==> config.mk <==
export PLATFORM = sky130hd
export DESIGN_NAME = cordic_phase_gen
export DESIGN_NICKNAME = d
export VERILOG_FILES = /design/src/rtl/cordic_phase_pkg.sv /design/src/rtl/phase_wrap_add.sv /design/src/rtl/cordic_phase_gen.sv
export SDC_FILE = /design/constraint.sdc
export NUM_CORES = 1
export LEC_CHECK = 0
export CORE_ASPECT_RATIO = 1.75
export CORE_MARGIN = 2
export CORE_UTILIZATION = 58
export CTS_BUF_LIST = sky130_fd_sc_hd__clkbuf_16
export DETAILED_ROUTE_END_ITERATION = 10
export DONT_BUFFER_PORTS = 1
export PLACE_DENSITY = 0.86
export RECOVER_POWER = 100
export SLEW_MARGIN = 40
export SYNTH_ARGS = -nofsm -noshare
export SYNTH_HDL_FRONTEND = slang
export SYNTH_SLANG_ARGS = --single-unit
==> constraint.sdc <==
create_clock -name clk -period 3.2 [get_ports clk]
set_input_delay 0.48 -clock clk [delete_from_list [all_inputs] [get_ports clk]]
set_output_delay 0.48 -clock clk [all_outputs]
set_load 0.01 [all_outputs]
==> src/rtl/cordic_phase_pkg.sv <==
// Shared constants, types and helpers for the CORDIC phase-word source.
// Phase words are signed Q3.13 radians.
package cordic_phase_pkg;

  localparam logic signed [15:0] PI_POS = 16'sh6488;
  localparam logic signed [15:0] PI_NEG = 16'sh9B78;
  localparam logic signed [16:0] TWO_PI = 17'sd51472;

  typedef logic signed [15:0] phase_t;

  typedef enum logic [1:0] {IDLE, RUN, STOP} state_e;

  // Clamp a requested increment into [0, PI_POS] so one step never exceeds a half turn.
  function automatic phase_t sat_inc(input phase_t v);
    phase_t r;
    r = v;
    if (v < 0) begin
      r = '0;
    end else if (v > PI_POS) begin
      r = PI_POS;
    end
    return r;
  endfunction

endpackage

==> src/rtl/phase_wrap_add.sv <==
// Combinational phase accumulate step: 17-bit add, compare against +PI, wrap by -2*PI.
module phase_wrap_add
  import cordic_phase_pkg::*;
(
  input  logic signed [15:0] i_phase,
  input  logic signed [15:0] i_inc,
  output logic signed [15:0] o_next,
  output logic               o_wrap
);

  logic signed [16:0] w_sum;

  assign w_sum  = {i_phase[15], i_phase} + {i_inc[15], i_inc};
  assign o_wrap = (w_sum > $signed({1'b0, PI_POS}));
  // Subtracting 2*PI modulo 2^16 gives the same low 16 bits as the 17-bit subtraction.
  assign o_next = o_wrap ? (w_sum[15:0] - TWO_PI[15:0]) : w_sum[15:0];

endmodule

==> src/rtl/cordic_phase_gen.sv <==
// AXI-Stream radian phase ramp source for the CORDIC sin/cos cores.
// Programmable increment and beat count, full tready backpressure.
module cordic_phase_gen
  import cordic_phase_pkg::*;
#(
  parameter int unsigned        COUNT_W     = 16,
  parameter logic signed [15:0] DEFAULT_INC = 16'sd200,
  parameter logic signed [15:0] START_PHASE = 16'sd0
) (
  input  logic                clk,
  input  logic                rst_n,
  input  logic                start_i,
  input  logic                stop_i,
  input  logic signed [15:0]  phase_inc_i,
  input  logic                inc_load_i,
  input  logic [COUNT_W-1:0]  count_i,
  output logic                m_axis_phase_tvalid,
  input  logic                m_axis_phase_tready,
  output logic signed [15:0]  m_axis_phase_tdata,
  output logic                wrap_o,
  output logic                busy_o,
  output logic                done_o
);

  state_e              r_state, w_state_nxt;
  logic                r_tvalid, w_tvalid_nxt;
  logic signed [15:0]  r_tdata, w_tdata_nxt;
  logic                r_wrap, w_wrap_nxt;
  logic                r_done, w_done_nxt;
  logic [COUNT_W-1:0]  r_cnt, w_cnt_nxt;
  logic [COUNT_W-1:0]  r_limit, w_limit_nxt;
  logic signed [15:0]  r_inc;

  logic signed [15:0]  w_next_phase;
  logic                w_next_wrap;
  logic                w_xfer;
  logic [COUNT_W-1:0]  w_cnt_inc;
  logic                w_last;

  phase_wrap_add u_wrap_add (
    .i_phase (r_tdata),
    .i_inc   (r_inc),
    .o_next  (w_next_phase),
    .o_wrap  (w_next_wrap)
  );

  assign w_xfer    = r_tvalid & m_axis_phase_tready;
  assign w_cnt_inc = r_cnt + 1'b1;
  assign w_last    = (r_limit != '0) && (w_cnt_inc == r_limit);

  always_comb begin
    w_state_nxt  = r_state;
    w_tvalid_nxt = r_tvalid;
    w_tdata_nxt  = r_tdata;
    w_wrap_nxt   = r_wrap;
    w_done_nxt   = 1'b0;
    w_cnt_nxt    = r_cnt;
    w_limit_nxt  = r_limit;
    unique case (r_state)
      IDLE: begin
        // A start coinciding with the previous sweep's done pulse is dropped.
        if (start_i && !r_done) begin
          w_state_nxt  = RUN;
          w_tvalid_nxt = 1'b1;
          w_tdata_nxt  = START_PHASE;
          w_wrap_nxt   = 1'b0;
          w_cnt_nxt    = '0;
          w_limit_nxt  = count_i;
        end
      end
      RUN: begin
        if (w_xfer) begin
          w_tdata_nxt = w_next_phase;
          w_wrap_nxt  = w_next_wrap;
          w_cnt_nxt   = w_cnt_inc;
          if (stop_i || w_last) begin
            w_tvalid_nxt = 1'b0;
            w_done_nxt   = 1'b1;
            w_state_nxt  = IDLE;
          end
        end else if (stop_i) begin
          w_state_nxt = STOP;
        end
      end
      STOP: begin
        if (w_xfer) begin
          w_tvalid_nxt = 1'b0;
          w_done_nxt   = 1'b1;
          w_state_nxt  = IDLE;
        end
      end
      default: w_state_nxt = IDLE;
    endcase
  end

  always_ff @(posedge clk or negedge rst_n) begin
    if (!rst_n) begin
      r_state  <= IDLE;
      r_tvalid <= 1'b0;
      r_tdata  <= '0;
      r_wrap   <= 1'b0;
      r_done   <= 1'b0;
      r_cnt    <= '0;
      r_limit  <= '0;
    end else begin
      r_state  <= w_state_nxt;
      r_tvalid <= w_tvalid_nxt;
      r_tdata  <= w_tdata_nxt;
      r_wrap   <= w_wrap_nxt;
      r_done   <= w_done_nxt;
      r_cnt    <= w_cnt_nxt;
      r_limit  <= w_limit_nxt;
    end
  end

  always_ff @(posedge clk or negedge rst_n) begin
    if (!rst_n) begin
      r_inc <= DEFAULT_INC;
    end else if (inc_load_i) begin
      r_inc <= sat_inc(phase_inc_i);
    end
  end

  assign m_axis_phase_tvalid = r_tvalid;
  assign m_axis_phase_tdata  = r_tdata;
  assign wrap_o              = r_wrap;
  assign busy_o              = (r_state != IDLE);
  assign done_o              = r_done;

endmodule
==> metrics.csv <==
stage;metric;value;unit
final_layout;finish.cell_count_without_fillers;600;
clock_tree;cts_tree;yes;
worst_hold_path;min_path_type;in2reg;
global_route;grtUsageMet2;48.55;%
detailed_routing;drt_pass1_iterations;4;
global_route;grt-ovfl-total;0;
global_route;grt_start_max_net_pins;69;
flow_run;drv_cap;1;
sta;timing_hold_violations_final;0;
global_route;grt-busiest-layer;met2;
status;outcome;finished with violations;
synthesis;yosys_warnings;0;
detailed_routing;viasPerCell;6.267;
synthesis;ys_dominant_reg_cell;sky130_fd_sc_hd__dfrtp_1;
power_and_ir_drop;finalPower;4.438;mW
placed_design;detailed_place_hpwl;7904;um
synthesis;synth_top_area_share;35.46;%
global_route;grt_antenna_before_repair;0;
synthesis;synth_common_cells;sky130_fd_sc_hd__dfrtp_1, sky130_fd_sc_hd__nand2_1, sky130_fd_sc_hd__o21ai_0;
detailed_routing;post-route-drc-count;0;
sta;rsz_0062_raised_after_global_routing;true;
final_layout;n_fill_cell;582;
clock_tree;clk_latency;340;ps
floorplanning;start_util;60.20;%
global_route;global_route.usage.met1;27.97;%
synthesis;postSynthCellCount;492;
global_route;grt_usage;26.63;%
synthesis;yosys.cell_count.top_type;sky130_fd_sc_hd__dfrtp_1;
floorplanning;die_width;71.23;um
synthesis;sequential_cell_area_fraction_in_the_yosys_report;37.18;%
placed_design;routabilityCongestion;0.8793;
status;failed_checks;max-capacitance violations, max-slew violations, negative setup slack;
detailed_routing;wl;10720;um
final_layout;area_delta_synth_final;12.30;%
detailed_routing;route.antenna.remaining_nets;0;
detailed_routing;vias;3760;
sta;final.period_utilization;101.1;%
setup_path;timing.critical_path.from_type;flip-flop;
detailed_routing;route.detailed.wl_per_inst;17.87;um
synthesis;post_synth_main_area_contributors;sky130_fd_sc_hd__dfrtp_1, sky130_fd_sc_hd__ha_1, sky130_fd_sc_hd__mux2_2;
final_layout;layout-drive-gt1-share;16.41;%
setup_path;worstPathArrival;3480;ps
placed_design;placedCellCount;581;
clock_tree;cts-root-buf;sky130_fd_sc_hd__clkbuf_16;
clock_tree;clock-sinks;68;
synthesis;synthDistinctLibCells;79;
sta;timing.final.setup_violations;2;
final_layout;post-route-util;67.60;%
synthesis;synth-edff-count;0;
clock_tree;clockBufferDepth;2;
synthesis;synth.cell_area;0.004587;mm2
synthesis;synth_top_cell_by_area;sky130_fd_sc_hd__dfrtp_1;
clock_tree;cts_buffers;9;
setup_path;setup.worst_path.class;reg2reg;
floorplanning;core-area;0.007620;mm2
final_layout;finalNetCount;567;
power_and_ir_drop;ir_drop;474.8;uV
floorplanning;floorplan.die.height;121.6;um
sta;finalMaxSlewViolations;69;
global_route;grt_pass1_vias;3958;
sta;max_freq;0.3092;GHz
detailed_routing;drt_iter0_markers;278;
sta;min_period;3234;ps
sta;postLayoutSetupSlackWorst;-34.32;ps
setup_path;cp-end-kind;flip-flop;
placed_design;place.port_buffers;0;
floorplanning;die_footprint;0.008664;mm2
final_layout;antenna_cells_inserted;0;
synthesis;synth.avg_cell_area;9.323;um2
power_and_ir_drop;power-per-cell-area;861.5;mW/mm2
sta;setup_skew_after_layout;3.923;ps
synthesis;synth-async-reset-ratio;100.0;%
synthesis;synth-seq-cells;68;
clock_tree;htree_num_levels;3;
floorplanning;floorplan.rows;42;
synthesis;mappedNetlistNets;552;
setup_path;critical_path_peak_fanout;4;
global_route;grt_util_met3;6.286;%
sta;max_slew.worst_pin.slew;1633;ps
global_route;first_pass_grt_wire_length;18250;um
power_and_ir_drop;p_leak;2.292;nW
clock_tree;cts.clk_slew.worst_paths;50;ps
sta;maxSlewHeadroom;-8.859;%
floorplanning;design.portCount;58;
setup_path;worst_endpoint_required_time;3450;ps
-- metal layers --
metal | wire length [um] | up-vias
li1 | - | 1806
met2 | 5945 | 105
met3 | 492 | 25
met4 | 341 | 0
met1 | 3942 | 1824
met5 | 0 | -
-- state kept, by name, summed over array words and instances (netlist names) --
register             cells
r_cnt                   16
m_axis_phase_tdata      16
done_o                   1
r_state                  2
r_limit                 16
r_inc                   15
wrap_o                   1
m_axis_phase_tvalid      1
-- logic make-up after synthesis --
logic type / count (synthesis) / share of synthesized area, %
DFF: 68 / 37.18
buffers and inverters: 50 / 4.364
and+or+nand+nor: 157 / 18.50
adders and majority gates: 22 / 6.165
muxes: 29 / 6.901
AOI/OAI and AO/OA: 123 / 18.52
xor gates and xnor gates: 43 / 8.375
-- per-stage QoR --
stage	hold WS, ps	area [um2]	TNS (ps)	setup WS [ps]
global route	226.8	5151	-1601	-226.2
finish	211.1	5151	-48.45	-34.32
floorplan	184.4	4612	0	2.493
detailed placement	186.0	4815	-18.49	-18.49
CTS	32.61	5172	-48.65	-41.02
global placement	186.5	4815	0	16.70
-- repair_timing --
| action | in CTS | in global routing |
|---|---|---|
| setup endpoints to repair | 2 | 13 |
| resized for setup | 0 | 3 |
| setup buffers | 0 | 2 |
| cloned | 0 | 0 |
| hold buffers | 1 | 0 |
| endpoints found under the hold margin | 68 | 0 |
-- power by group --
group / internal [mW] / total [mW] / switching, mW
sequential: 1.09 / 1.36 / 0.270
combinational: 0.859 / 1.96 / 1.10
clock: 0.750 / 1.12 / 0.368
-- worst max-delay path, cell delays in order, from the launching register on --
cell	delay (ps)
sky130_fd_sc_hd__dfrtp_1	380
sky130_fd_sc_hd__ha_2	200
sky130_fd_sc_hd__fa_2	340
sky130_fd_sc_hd__a21o_1	230
sky130_fd_sc_hd__a221oi_4	350
sky130_fd_sc_hd__o211ai_1	170
sky130_fd_sc_hd__mux2_1	350
sky130_fd_sc_hd__nand4_1	100
sky130_fd_sc_hd__a41oi_1	160
sky130_fd_sc_hd__a211oi_2	270
sky130_fd_sc_hd__buf_4	170
sky130_fd_sc_hd__mux2_1	320
sky130_fd_sc_hd__o211ai_1	110
-- path summary, 6_finish.rpt --
kind	endpoint	slack, ps	depth (start not counted)	start
max in group asynchronous	r_inc[14]$_DFFE_PN0P_	1680	1	rst_n
worst min-delay path	r_inc[6]$_DFFE_PN1P_	210	1	inc_load_i
min in group asynchronous	r_limit[5]$_DFFE_PN0P_	570	1	rst_n
worst min register to register	r_inc[6]$_DFFE_PN1P_	490	2	r_inc[6]$_DFFE_PN1P_
worst max-delay path	m_axis_phase_tdata[12]$_DFFE_PN0P_	-30	12	m_axis_phase_tdata[0]$_DFFE_PN0P_
worst max register to register	m_axis_phase_tdata[12]$_DFFE_PN0P_	-30	12	m_axis_phase_tdata[0]$_DFFE_PN0P_
-- layout make-up --
class,count,area (um2),area share (%)
clock buffers,9,225.2,4.372
clock inverters,7,105.1,2.040
inverters,25,93.84,1.822
multi-input cells,374,2723,52.85
flip-flops and latches,68,1705,33.11
well taps,88,110.1,2.137
repair buffers,29,188.9,3.668
-- placed cells by master (no fill, tap or decap), types with 3 or more instances in the layout --
cell                         n
sky130_fd_sc_hd__o21ai_1     3
sky130_fd_sc_hd__nor3_1      5
sky130_fd_sc_hd__and2_1      9
sky130_fd_sc_hd__mux2_2     19
sky130_fd_sc_hd__ha_1       19
sky130_fd_sc_hd__mux2i_1     8
sky130_fd_sc_hd__xnor2_1    21
sky130_fd_sc_hd__clkbuf_16   9
sky130_fd_sc_hd__nand3_1    18
sky130_fd_sc_hd__a21oi_2     4
sky130_fd_sc_hd__dfrtp_1    65
sky130_fd_sc_hd__o211ai_1    5
sky130_fd_sc_hd__a21oi_1    15
sky130_fd_sc_hd__a22oi_1     4
sky130_fd_sc_hd__a21o_1      4
sky130_fd_sc_hd__dfstp_2     3
sky130_fd_sc_hd__nand2_1    44
sky130_fd_sc_hd__nand3b_1    5
sky130_fd_sc_hd__and3_1      8
sky130_fd_sc_hd__nor2_1     27
sky130_fd_sc_hd__clkinv_1    4
sky130_fd_sc_hd__bufinv_16   3
sky130_fd_sc_hd__clkbuf_1    7
sky130_fd_sc_hd__o21ai_0    41
sky130_fd_sc_hd__nand2b_1    4
sky130_fd_sc_hd__a211o_1     3
sky130_fd_sc_hd__inv_1      25
sky130_fd_sc_hd__buf_4      21
sky130_fd_sc_hd__a22o_1      8
sky130_fd_sc_hd__o31ai_1     4
sky130_fd_sc_hd__a31oi_1     4
sky130_fd_sc_hd__nand4_1     6
sky130_fd_sc_hd__nor4_1      4
sky130_fd_sc_hd__or3_1       3
sky130_fd_sc_hd__xor2_1     20
Power figures use the tool's default switching activity.
